## src/rtl/scic_pkg.sv

```systemverilog
// Shared definitions for the small accumulator CPU: opcode values, instruction
// field positions and the fetch sequencer state encoding.
package scic_pkg;

  localparam logic [3:0] OP_NOP = 4'h0;
  localparam logic [3:0] OP_ADD = 4'h1;
  localparam logic [3:0] OP_SHL = 4'h2;
  localparam logic [3:0] OP_SHR = 4'h3;
  localparam logic [3:0] OP_LI  = 4'h4;
  localparam logic [3:0] OP_LD  = 4'h5;
  localparam logic [3:0] OP_OR  = 4'h6;
  localparam logic [3:0] OP_ST  = 4'h7;
  localparam logic [3:0] OP_BR  = 4'h8;
  localparam logic [3:0] OP_AND = 4'h9;

  localparam int OPCODE_MSB  = 31;
  localparam int OPCODE_LSB  = 28;
  localparam int OPERAND_MSB = 15;
  localparam int OPERAND_LSB = 0;

  typedef enum logic [1:0] {
    ST_IDLE   = 2'd0,
    ST_FETCH  = 2'd1,
    ST_DECODE = 2'd2,
    ST_ISSUE  = 2'd3
  } seq_state_e;

  // Opcodes 0xA..0xF are unassigned; the sequencer skips them like a NOP.
  function automatic logic is_illegal_op(input logic [3:0] op);
    return (op >= 4'hA);
  endfunction

endpackage

```

## src/rtl/instr_fetch_sequencer.sv

```systemverilog
// Instruction fetch/decode sequencer: owns the PC, reads the instruction ROM,
// resolves branches and NOPs locally and hands datapath ops over valid/ready.
module instr_fetch_sequencer
  import scic_pkg::*;
#(
  parameter int ADDR_WIDTH    = 5,
  parameter int DATA_WIDTH    = 32,
  parameter int OPERAND_WIDTH = 16,
  parameter int RESET_PC      = 0
) (
  input  logic                     clk,
  input  logic                     reset_n,
  input  logic                     run,
  output logic [ADDR_WIDTH-1:0]    rom_address,
  output logic                     rom_cs,
  input  logic [DATA_WIDTH-1:0]    rom_data,
  output logic                     op_valid,
  input  logic                     op_ready,
  output logic [3:0]               opcode,
  output logic [OPERAND_WIDTH-1:0] operand,
  output logic [ADDR_WIDTH-1:0]    pc,
  output logic                     illegal_op
);

  seq_state_e               state_q;
  logic [ADDR_WIDTH-1:0]    pc_q;
  logic [DATA_WIDTH-1:0]    ir_q;
  logic                     op_valid_q;
  logic [3:0]               opcode_q;
  logic [OPERAND_WIDTH-1:0] operand_q;
  logic                     illegal_q;

  logic [3:0]               ir_opcode;
  logic [ADDR_WIDTH-1:0]    pc_inc;
  logic                     unused_ir_bits;

  assign ir_opcode      = ir_q[OPCODE_MSB:OPCODE_LSB];
  assign pc_inc         = pc_q + 1'b1;
  assign unused_ir_bits = ^ir_q[OPCODE_LSB-1:OPERAND_MSB+1];

  // The ROM is read combinationally, so address and select follow the PC only in FETCH.
  assign rom_cs      = (state_q == ST_FETCH);
  assign rom_address = rom_cs ? pc_q : '0;
  assign pc          = pc_q;
  assign op_valid    = op_valid_q;
  assign opcode      = opcode_q;
  assign operand     = operand_q;
  assign illegal_op  = illegal_q;

  always_ff @(posedge clk or negedge reset_n) begin
    if (!reset_n) begin
      state_q    <= ST_IDLE;
      pc_q       <= ADDR_WIDTH'(RESET_PC);
      ir_q       <= '0;
      op_valid_q <= 1'b0;
      opcode_q   <= '0;
      operand_q  <= '0;
      illegal_q  <= 1'b0;
    end else begin
      case (state_q)
        ST_IDLE: begin
          if (run) state_q <= ST_FETCH;
        end
        ST_FETCH: begin
          ir_q    <= rom_data;
          state_q <= ST_DECODE;
        end
        ST_DECODE: begin
          // Branches and NOPs never reach the datapath; run is only honoured here.
          if (ir_opcode == OP_BR) begin
            pc_q    <= ir_q[ADDR_WIDTH-1:0];
            state_q <= run ? ST_FETCH : ST_IDLE;
          end else if (ir_opcode == OP_NOP || is_illegal_op(ir_opcode)) begin
            pc_q      <= pc_inc;
            illegal_q <= illegal_q | is_illegal_op(ir_opcode);
            state_q   <= run ? ST_FETCH : ST_IDLE;
          end else begin
            opcode_q   <= ir_opcode;
            operand_q  <= ir_q[OPERAND_WIDTH-1:0];
            op_valid_q <= 1'b1;
            state_q    <= ST_ISSUE;
          end
        end
        ST_ISSUE: begin
          if (op_ready) begin
            op_valid_q <= 1'b0;
            pc_q       <= pc_inc;
            state_q    <= run ? ST_FETCH : ST_IDLE;
          end
        end
        default: state_q <= ST_IDLE;
      endcase
    end
  end

endmodule

```

## config.mk

```make
export PLATFORM = sky130hd
export DESIGN_NAME = instr_fetch_sequencer
export DESIGN_NICKNAME = d
export VERILOG_FILES = /design/src/rtl/scic_pkg.sv /design/src/rtl/instr_fetch_sequencer.sv
export SDC_FILE = /design/constraint.sdc
export NUM_CORES = 1
export LEC_CHECK = 0
export ABC_AREA = 1
export CAP_MARGIN = 10
export CELL_PAD_IN_SITES_DETAIL_PLACEMENT = 1
export CELL_PAD_IN_SITES_GLOBAL_PLACEMENT = 1
export CORE_UTILIZATION = 30
export DETAILED_ROUTE_END_ITERATION = 12
export GPL_ROUTABILITY_DRIVEN = 0
export GPL_TIMING_DRIVEN = 0
export PLACE_DENSITY_LB_ADDON = 0.1
export SKIP_CTS_REPAIR_TIMING = 1
export SLEW_MARGIN = 20
export SYNTH_ARGS = -nofsm -noshare
export SYNTH_HDL_FRONTEND = slang
export SYNTH_SLANG_ARGS = --single-unit
```

## constraint.sdc

```tcl
create_clock -name clk -period 1.1 [get_ports clk]
set_clock_uncertainty 0.05 [all_clocks]
set_input_delay 0.11 -clock clk [delete_from_list [all_inputs] [get_ports clk]]
set_output_delay 0.11 -clock clk [all_outputs]
set_load 0.02 [all_outputs]
```

==> results of run 1 <==
## registers in the layout (all words and copies together), names as in the netlist
| name | flops |
|---|---|
| illegal_op | 1 |
| ir_q | 20 |
| op_valid | 1 |
| opcode | 4 |
| operand | 16 |
| pc | 5 |
| state_q | 2 |
## per-stage QoR
step / setup slack [ns] / utilization / hold WS, ns / area, um2 / setup TNS, ns
6_report: -0.420 / 0.496 / 0.289 / 3220 / -13.23
5_1_grt: -0.483 / 0.496 / 0.305 / 3220 / -16.45
4_1_cts: -1.00 / 0.448 / -0.218 / 2910 / -24.82
3_5_place_dp: -0.645 / 0.430 / 0.127 / 2790 / -12.39
3_3_place_gp: -1.81 / 0.430 / 0.415 / 2790 / -92.18
2_1_floorplan: -0.0580 / - / -0.236 / 2140 / -1.09
## worst min-delay path, stage by stage
cell,delay [ns]
clkdlybuf4s50_1,0.39
nand2_1,0.06
o21ai_1,0.05
## per-layer routing
| layer | track usage | part of all wire | vias to the layer above |
|---|---|---|---|
| met5 | 0 | 0 | - |
| met4 | 0.0385 | 0.012 | 0 |
| met3 | 0.0393 | 0.037 | 7 |
| met2 | 0.262 | 0.48 | 40 |
| met1 | 0.210 | 0.47 | 885 |
| li1 | - | - | 885 |
## path summary, 6_finish.rpt
path | start | to | slack (ns) | depth (start not counted)
min reg2reg | operand[4] | operand[4] | 0.44 | 2
min | rom_data[29] | ir_q[29] | 0.29 | 3
max in group asynchronous | reset_n | pc[0] | 0.23 | 2
min in group asynchronous | reset_n | operand[7] | 0.30 | 2
max | state_q[0] | rom_cs | -0.42 | 5
max reg2reg | state_q[0] | operand[11] | -0.34 | 6
## area by class of cell
cell class | count | area [um2] | share of cell area
flip-flops and latches | 49 | 1230 | 0.383
multi-input cells | 142 | 802 | 0.249
repair buffers | 76 | 741 | 0.230
inverters | 30 | 118 | 0.0365
plain buffers | 9 | 111 | 0.0346
well taps | 77 | 96.3 | 0.0299
clock buffers | 6 | 82.6 | 0.0256
clock inverters | 2 | 37.5 | 0.0117
## cells by family after synthesis
family          after synthesis  synth area share
simple gates                 93             0.193
flops                        49             0.596
compound gates               46             0.121
buf+inv                      39            0.0797
xor+xnor                      1           0.00426
fa+ha+maj                     1           0.00608
## placed cells by master (no fill, tap or decap), types with 3 or more instances in the layout
cell type and n:
clkbuf_16 3, dfrtp_1 43, nor2_2 3, inv_1 25, o21ai_1 34, buf_4 11
clkbuf_8 6, dfrtp_2 6, nand3_1 10, o21ai_2 8, nand2_1 58, buf_6 17
clkdlybuf4s50_1 22, nor2_4 6, inv_2 4, clkbuf_2 17, nand2_2 9, dlymetal6s2s_1 9
## report_power, final
group / total (W) / internal (W) / switching [W]
logic: 0.00604 / 0.00266 / 0.00338
clock network: 0.00135 / 0.000739 / 0.000611
registers: 0.00316 / 0.00266 / 0.000501
total: 0.0105 / 0.00606 / 0.00449
==> impl_metrics.yaml, run 1 <==
route:
  viasPerCell: 4.65
  drtIter0Drc: 91
  dr.pass1.iters: 8
  ant_nets: 0
  drcViolationCount: 2
  drt-total-wl_um: 6050
  vias: 1817
  wl_per_cell_um: 15.5
worst_setup_path:
  critPathLaunchType: "register"
  arrival_ns: 1.36
  critPathBufInv: 4
  critical_path_class: "register to output pin"
  crit_path_max_fanout: 7
  worst_setup_path_end_kind: "output pin"
  crit_slowest_cell: "dfrtp_2"
  slowest_delay_ns: 0.44
  critical-path-top-delay-family: "buffers and inverters"
  worstPathCellList: "inv_2, nor2_4, buf_6, buf_6, buf_6"
  required_ns: 0.94
  cpMostUsedCell: "buf_6"
timing:
  report.final.slew_viol_count: 0
  rsz0062_at_grt: "true"
  post-route-period-util: 1.38
  fin_crit_ns: 1.52
  finalSetupViolCount: 54
  slew-limit-headroom: 0.578
  layout_setup_ws_ns: -0.420
  fmax_mhz: 658
  hold_viol: 0
  worstMarginPinSlew_ns: 0.633
floorplan:
  fp-row-count: 29
  initial_core_util: 0.317
  die_h_um: 84.8
  die_x_um: 84.8
  fp.coreArea_um2: 6490
  die-area_um2: 7190
  ios: 69
yosys:
  netlist_area_um2: 2060
  synth-edff-count: 0
  ys_seq_area_frac: 0.596
  synth_top_area_share: 0.596
  async_reset_ff_frac: 1.00
  synth.most_common_cell: "nand2_1"
  synthFlopType: "dfrtp_1"
  avgSynthCellArea_um2: 8.98
  synth_seq_cells: 49
  yosysTopAreaCell: "dfrtp_1"
  synth_cell_type_count: 22
  yosysWarnings: 0
  syn_nets: 266
  netlist_instances: 229
  synthTopCellsByArea: "dfrtp_1, nand2_1, inv_1, o21ai_1, o21ai_0"
  synthTopCellsByCount: "nand2_1, dfrtp_1, inv_1, o21ai_1, o21ai_0"
power:
  power_w: 0.0105
  p_leak_nw: 1.63
  ir_worst_vdd_mv: 1.07
  cellPowerDensity_nw_per_um2: 3270
clocking:
  htreeDepth: 2
  cts_buffer_depth: 2
  clk_latency_ns: 0.30
  cts_tree: "done"
  clkSlewWorstSetupHoldPaths_ns: 0.09
  numCtsBuffers: 5
  root_buffer: "clkbuf_8"
  cts_sinks: 49
grt:
  track_usage: 0.158
  grt_overflow: 0
  grt_pass1_wl_um: 8780
  grt_start_max_net_pins: 50
  antenna_found_initial: 0
  grt_pass1_vias: 1808
layout:
  drive_gt1_frac: 0.338
  insertedDiodeCount: 0
  final_cells: 391
  layout.nets: 350
  area_delta_synth_final_pct: 56.6
  nFillCells: 721
run_status:
  failed_checks: "design-rule violations, negative setup slack"
  status: "finished with violations"
placement:
  place_inst: 362
  port_buffers: 56
  hpwl_um: 3600
run:
  cap_violations: 0
min_path:
  hold_path_class: "input port to register"
Power figures use the tool's default switching activity.
==> inputs of run 2 (changes only) <==
Clock period 1.1 ns to 1.45 ns, I/O delays scaled along.
==> run 2 against run 1 <==
  * The flow still finishes with violations (design-rule violations, negative setup slack)
  * Combinational power shrank 32%
  * Sequential share of layout area rose by 0.48 points
  * Routed wire length fell by 11%
  * Die area unchanged
  * Clock power down 36%
  * Register-to-register slack improved by 0.38 ns
  * Sequential power shrank 25%
  * Count of clock-buffer cells in the layout rose by 1
  * Core utilization is 0.81 points lower
  * Final cell count shrank 0.51%
  * Critical path type unchanged
==> impl_metrics.yaml, run 2 (synthesized netlist as in run 1, its figures left out) <==
clocking:
  htreeDepth: 2
  root_buffer: "clkbuf_8"
  cts_buffer_depth: 2
  clkSlewWorstSetupHoldPaths_ns: 0.09
  cts_tree: "done"
  clk_latency_ns: 0.29
  numCtsBuffers: 5
  cts_sinks: 49
grt:
  grt_pass1_wl_um: 8600
  grt_pass1_vias: 1741
  met3_usage: 0.0275
  antenna_found_initial: 0
  track_usage: 0.153
  grt_use_met2: 0.250
  use_met1: 0.212
  grt_overflow: 0
  grt.busiest_layer: "met2"
  grt_start_max_net_pins: 50
worst_setup_path:
  required_ns: 1.25
  worstPathCellList: "nor2_4, buf_12, buf_8, buf_6"
  crit_slowest_cell: "dfrtp_2"
  slowest_delay_ns: 0.46
  critical-path-top-delay-family: "flip-flops"
  critical_path_class: "register to output pin"
  arrival_ns: 1.26
  critPathBufInv: 3
  crit_path_max_fanout: 6
  worst_setup_path_end_kind: "output pin"
  critPathLaunchType: "register"
layout:
  final_cell_mix: "nand2_1, dfrtp_1, dlymetal6s2s_1"
  insertedDiodeCount: 0
  layout.nets: 348
  drive_gt1_frac: 0.212
  largest_register_ff_count: 20
  area_delta_synth_final_pct: 54.1
  regMostFlops: "ir_q"
  final_common_cell: "nand2_1"
floorplan:
  die_h_um: 84.8
  die-area_um2: 7190
  die_x_um: 84.8
  fp-row-count: 29
  fp.coreArea_um2: 6490
  initial_core_util: 0.317
  ios: 69
placement:
  post-place-ws_ns: -0.417
  hpwl_um: 3510
  port_buffers: 56
route:
  drtIter0Drc: 91
  vias: 1791
  viasPerCell: 4.60
  drt-total-wl_um: 5400
  ant_nets: 0
  wl_per_cell_um: 13.9
  drcViolationCount: 2
  dr.pass1.iters: 10
timing:
  hold_viol: 0
  post-route-period-util: 1.01
  rsz0062_at_grt: "true"
  worstMarginPinSlew_ns: 0.630
  fmax_mhz: 686
  finalSetupViolCount: 1
  layout_setup_ws_ns: -0.00766
  report.final.slew_viol_count: 0
  slew-limit-headroom: 0.580
  tns_ns: -0.00766
  fin_crit_ns: 1.46
run_status:
  failed_checks: "design-rule violations, negative setup slack"
  status: "finished with violations"
power:
  p_leak_nw: 1.79
  cellPowerDensity_nw_per_um2: 2310
  ir_worst_vdd_mv: 0.846
min_path:
  hold_path_class: "input port to register"
run:
  cap_violations: 0
==> run 2: changes by cell type in the layout (fill, tap and decap cells not counted), moves of 5 or more <==
| cell | previous run | this run |
|---|---|---|
| clkbuf_2 | 17 | 1 |
| o21ai_2 | 8 | 3 |
| o21ai_0 | 2 | 20 |
| buf_6 | 17 | 8 |
| o21ai_1 | 34 | 21 |
| nand2_1 | 58 | 64 |
| nand2_2 | 9 | 3 |
| dlymetal6s2s_1 | 9 | 27 |
==> run 2: per-stage QoR <==
| step | cells | utilization | hold WS, ns | area, um2 | power [W] |
|---|---|---|---|---|---|
| floorplan | 229 | - | -0.201 | 2060 | 0.00436 |
| global placement | 362 | 0.418 | 0.421 | 2710 | 0.00566 |
| detailed placement | 362 | 0.417 | 0.162 | 2710 | 0.00574 |
| CTS | 370 | 0.433 | -0.159 | 2810 | 0.00663 |
| global route | 389 | 0.488 | 0.357 | 3170 | 0.00794 |
| finish | 389 | 0.488 | 0.362 | 3170 | 0.00733 |
==> run 2: metal layers <==
| layer | share of wire | wire, um |
|---|---|---|
| met5 | 0 | 0 |
| met1 | 0.48 | 2590 |
| met4 | 0.0067 | 36 |
| met2 | 0.48 | 2580 |
| met3 | 0.034 | 183 |
==> run 2: where the power goes <==
group / internal, W / switching [W] / total [W]
Clock: 0.000432 / 0.000432 / 0.000864
Sequential: 0.00201 / 0.000358 / 0.00237
Combinational: 0.00180 / 0.00230 / 0.00410
==> run 2: final timing paths <==
kind,startpoint,endpoint,slack [ns],cells after the start
min in group asynchronous,reset_n,operand[8],0.37,2
min reg2reg,op_valid,op_valid,0.44,2
max,state_q[1],rom_cs,-0.008,4
max in group asynchronous,reset_n,state_q[0],0.53,2
max reg2reg,state_q[1],operand[13],0.04,8
min,run,state_q[0],0.36,3
==> run 2: cell type report <==
| class | instances | area, um2 |
|---|---|---|
| flip-flops and latches | 49 | 1230 |
| plain buffers | 9 | 75.1 |
| clock inverters | 1 | 5.00 |
| well taps | 77 | 96.3 |
| repair buffers | 74 | 800 |
| multi-input cells | 142 | 753 |
| inverters | 30 | 115 |
| clock buffers | 7 | 96.3 |
| fillers | 753 | 3330 |
==> run 2: worst register-to-register path, stage by stage (launching register included) <==
cell and delay [ns]:
dfrtp_2 0.43, buf_6 0.12, inv_2 0.04, nor2_4 0.14
nand3_4 0.12, buf_6 0.14, clkbuf_16 0.15, nand2_1 0.05
o21ai_1 0.06
==> inputs of run 3 (changes only) <==
Settings changed: CORE_MARGIN set to 1.5.
==> run 3 against run 2 <==
  * The flow finishes with violations (negative setup slack)
  * Sequential cell count stayed put
  * Hold slack worse by 0.020 ns
  * Setup slack worse by 0.13 ns
  * Die area is 2.4% higher
  * Maximum frequency is 8.2% lower
  * Highest routed layer unchanged
  * Power is 1.4% lower
  * Register-to-register slack worse by 0.04 ns
  * Critical path depth is 2 higher
  * First-iteration DRC count is 34% lower
  * Global-route usage is 0.24 points lower
  * Core utilization is 1.5 points lower
==> impl_metrics.yaml, run 3 (synthesized netlist as in run 1, its figures left out) <==
power:
  cellPowerDensity_nw_per_um2: 2350
  p_leak_nw: 1.74
  ir_worst_vdd_mv: 0.870
floorplan:
  fp-row-count: 29
  ios: 69
  die-area_um2: 7360
  fp.coreArea_um2: 6490
  die_h_um: 85.8
  initial_core_util: 0.317
  die_x_um: 85.8
worst_setup_path:
  worst_r2r_path_depth: 7
  slowest_delay_ns: 0.41
  cp.depth: 6
  critPathBufInv: 4
  critPathLaunchType: "register"
  crit_path_max_fanout: 6
  arrival_ns: 1.39
  cpMostUsedCell: "nor2_4"
  crit_slowest_cell: "dfrtp_2"
  worstPathCellList: "inv_2, nor2_4, clkinv_4, buf_4, nor2_4, buf_6"
  required_ns: 1.25
  worst_setup_path_end_kind: "output pin"
  critical-path-top-delay-family: "buffers and inverters"
  r2r_slack_ns: 0
  critical_path_class: "register to output pin"
route:
  viasPerCell: 4.59
  ant_nets: 0
  drcViolationCount: 0
  drt-total-wl_um: 5330
  vias: 1746
  dr.pass1.iters: 4
  drtIter0Drc: 60
  wl_per_cell_um: 14.0
placement:
  hpwl_um: 3660
  postPlaceCellArea_um2: 2710
  place_inst: 362
  port_buffers: 56
layout:
  insertedDiodeCount: 0
  post-route-util: 0.473
  area_delta_synth_final_pct: 49.5
  final_common_cell: "nand2_1"
  final_cells: 380
  regMostFlops: "ir_q"
  layout.nets: 339
  drive_gt1_frac: 0.175
  design_area_um2: 3070
  final_cell_mix: "nand2_1, dfrtp_1, dlymetal6s2s_1"
  largest_register_ff_count: 20
timing:
  report.final.slew_viol_count: 0
  fmax_mhz: 630
  post-route-period-util: 1.09
  fin_crit_ns: 1.59
  rsz0062_at_grt: "true"
  worst_hold_slack_ns: 0.342
  worstMarginPinSlew_ns: 0.620
  slew-limit-headroom: 0.586
  layout_setup_ws_ns: -0.138
  hold_viol: 0
  finalSetupViolCount: 6
clocking:
  cts_buffer_depth: 2
  root_buffer: "clkbuf_8"
  clkSlewWorstSetupHoldPaths_ns: 0.10
  cts_sinks: 49
  numCtsBuffers: 5
  htreeDepth: 2
  cts_tree: "done"
  clk_latency_ns: 0.30
run_status:
  status: "finished with violations"
  failed_checks: "negative setup slack"
grt:
  antenna_found_initial: 0
  grt_overflow: 0
  grt_pass1_wl_um: 8510
  grt_start_max_net_pins: 50
  track_usage: 0.151
  grt_pass1_vias: 1707
min_path:
  hold_path_class: "input port to asynchronous set/reset pin"
run:
  cap_violations: 0
-- run 3: layout make-up --
class                   count  area (um2)
fillers                   747        3420
flip-flops and latches     49        1230
repair buffers             66         721
multi-input cells         141         709
inverters                  30         118
well taps                  77        96.3
clock buffers               5        68.8
plain buffers               9        67.6
clock inverters             3        65.1
-- run 3: final timing paths --
| check | start | endpoint |
|---|---|---|
| worst max-delay path | state_q[0] | rom_address[1] |
| worst min-delay path | reset_n | operand[12] |
| worst max register to register | state_q[0] | pc[1] |
| worst min register to register | operand[9] | operand[9] |
| max in group asynchronous | reset_n | state_q[1] |
| min in group clk | rom_data[10] | ir_q[10] |
-- run 3: worst reg2reg max path: cells and delay by family, from the launching register on --
| kind | cells | cell delay (ns) |
|---|---|---|
| compound gates | 1 | 0.27 |
| buf+inv | 1 | 0.16 |
| flops | 1 | 0.44 |
| simple gates | 5 | 0.44 |
-- run 3: per-layer routing --
layer / part of all wire / wire (um) / up-vias / GRT usage
met5: 0 / 0 / - / 0
met4: 0.013 / 71 / 0 / 0.0572
met3: 0.039 / 206 / 4 / 0.0327
met2: 0.48 / 2560 / 37 / 0.233
met1: 0.47 / 2480 / 845 / 0.207
li1: - / - / 860 / -
-- run 3: power breakdown --
group          internal, W  leakage (nW)  switching, W  total [W]
Clock             0.000685        0.0681      0.000473    0.00116
Sequential         0.00201         0.607      0.000356    0.00236
Combinational      0.00156          1.07       0.00215    0.00371
Total              0.00425          1.74       0.00298    0.00723
-- run 3: per-stage QoR --
stage | setup slack [ns] | TNS (ns) | total power (W)
final | -0.138 | -0.492 | 0.00723
after global routing | -0.196 | -1.43 | 0.00781
after CTS | -0.742 | -6.36 | 0.00694
after detailed placement | -0.394 | -2.74 | 0.00577
after global placement | -1.34 | -67.74 | 0.00566
after floorplan | 0.192 | 0 | 0.00436
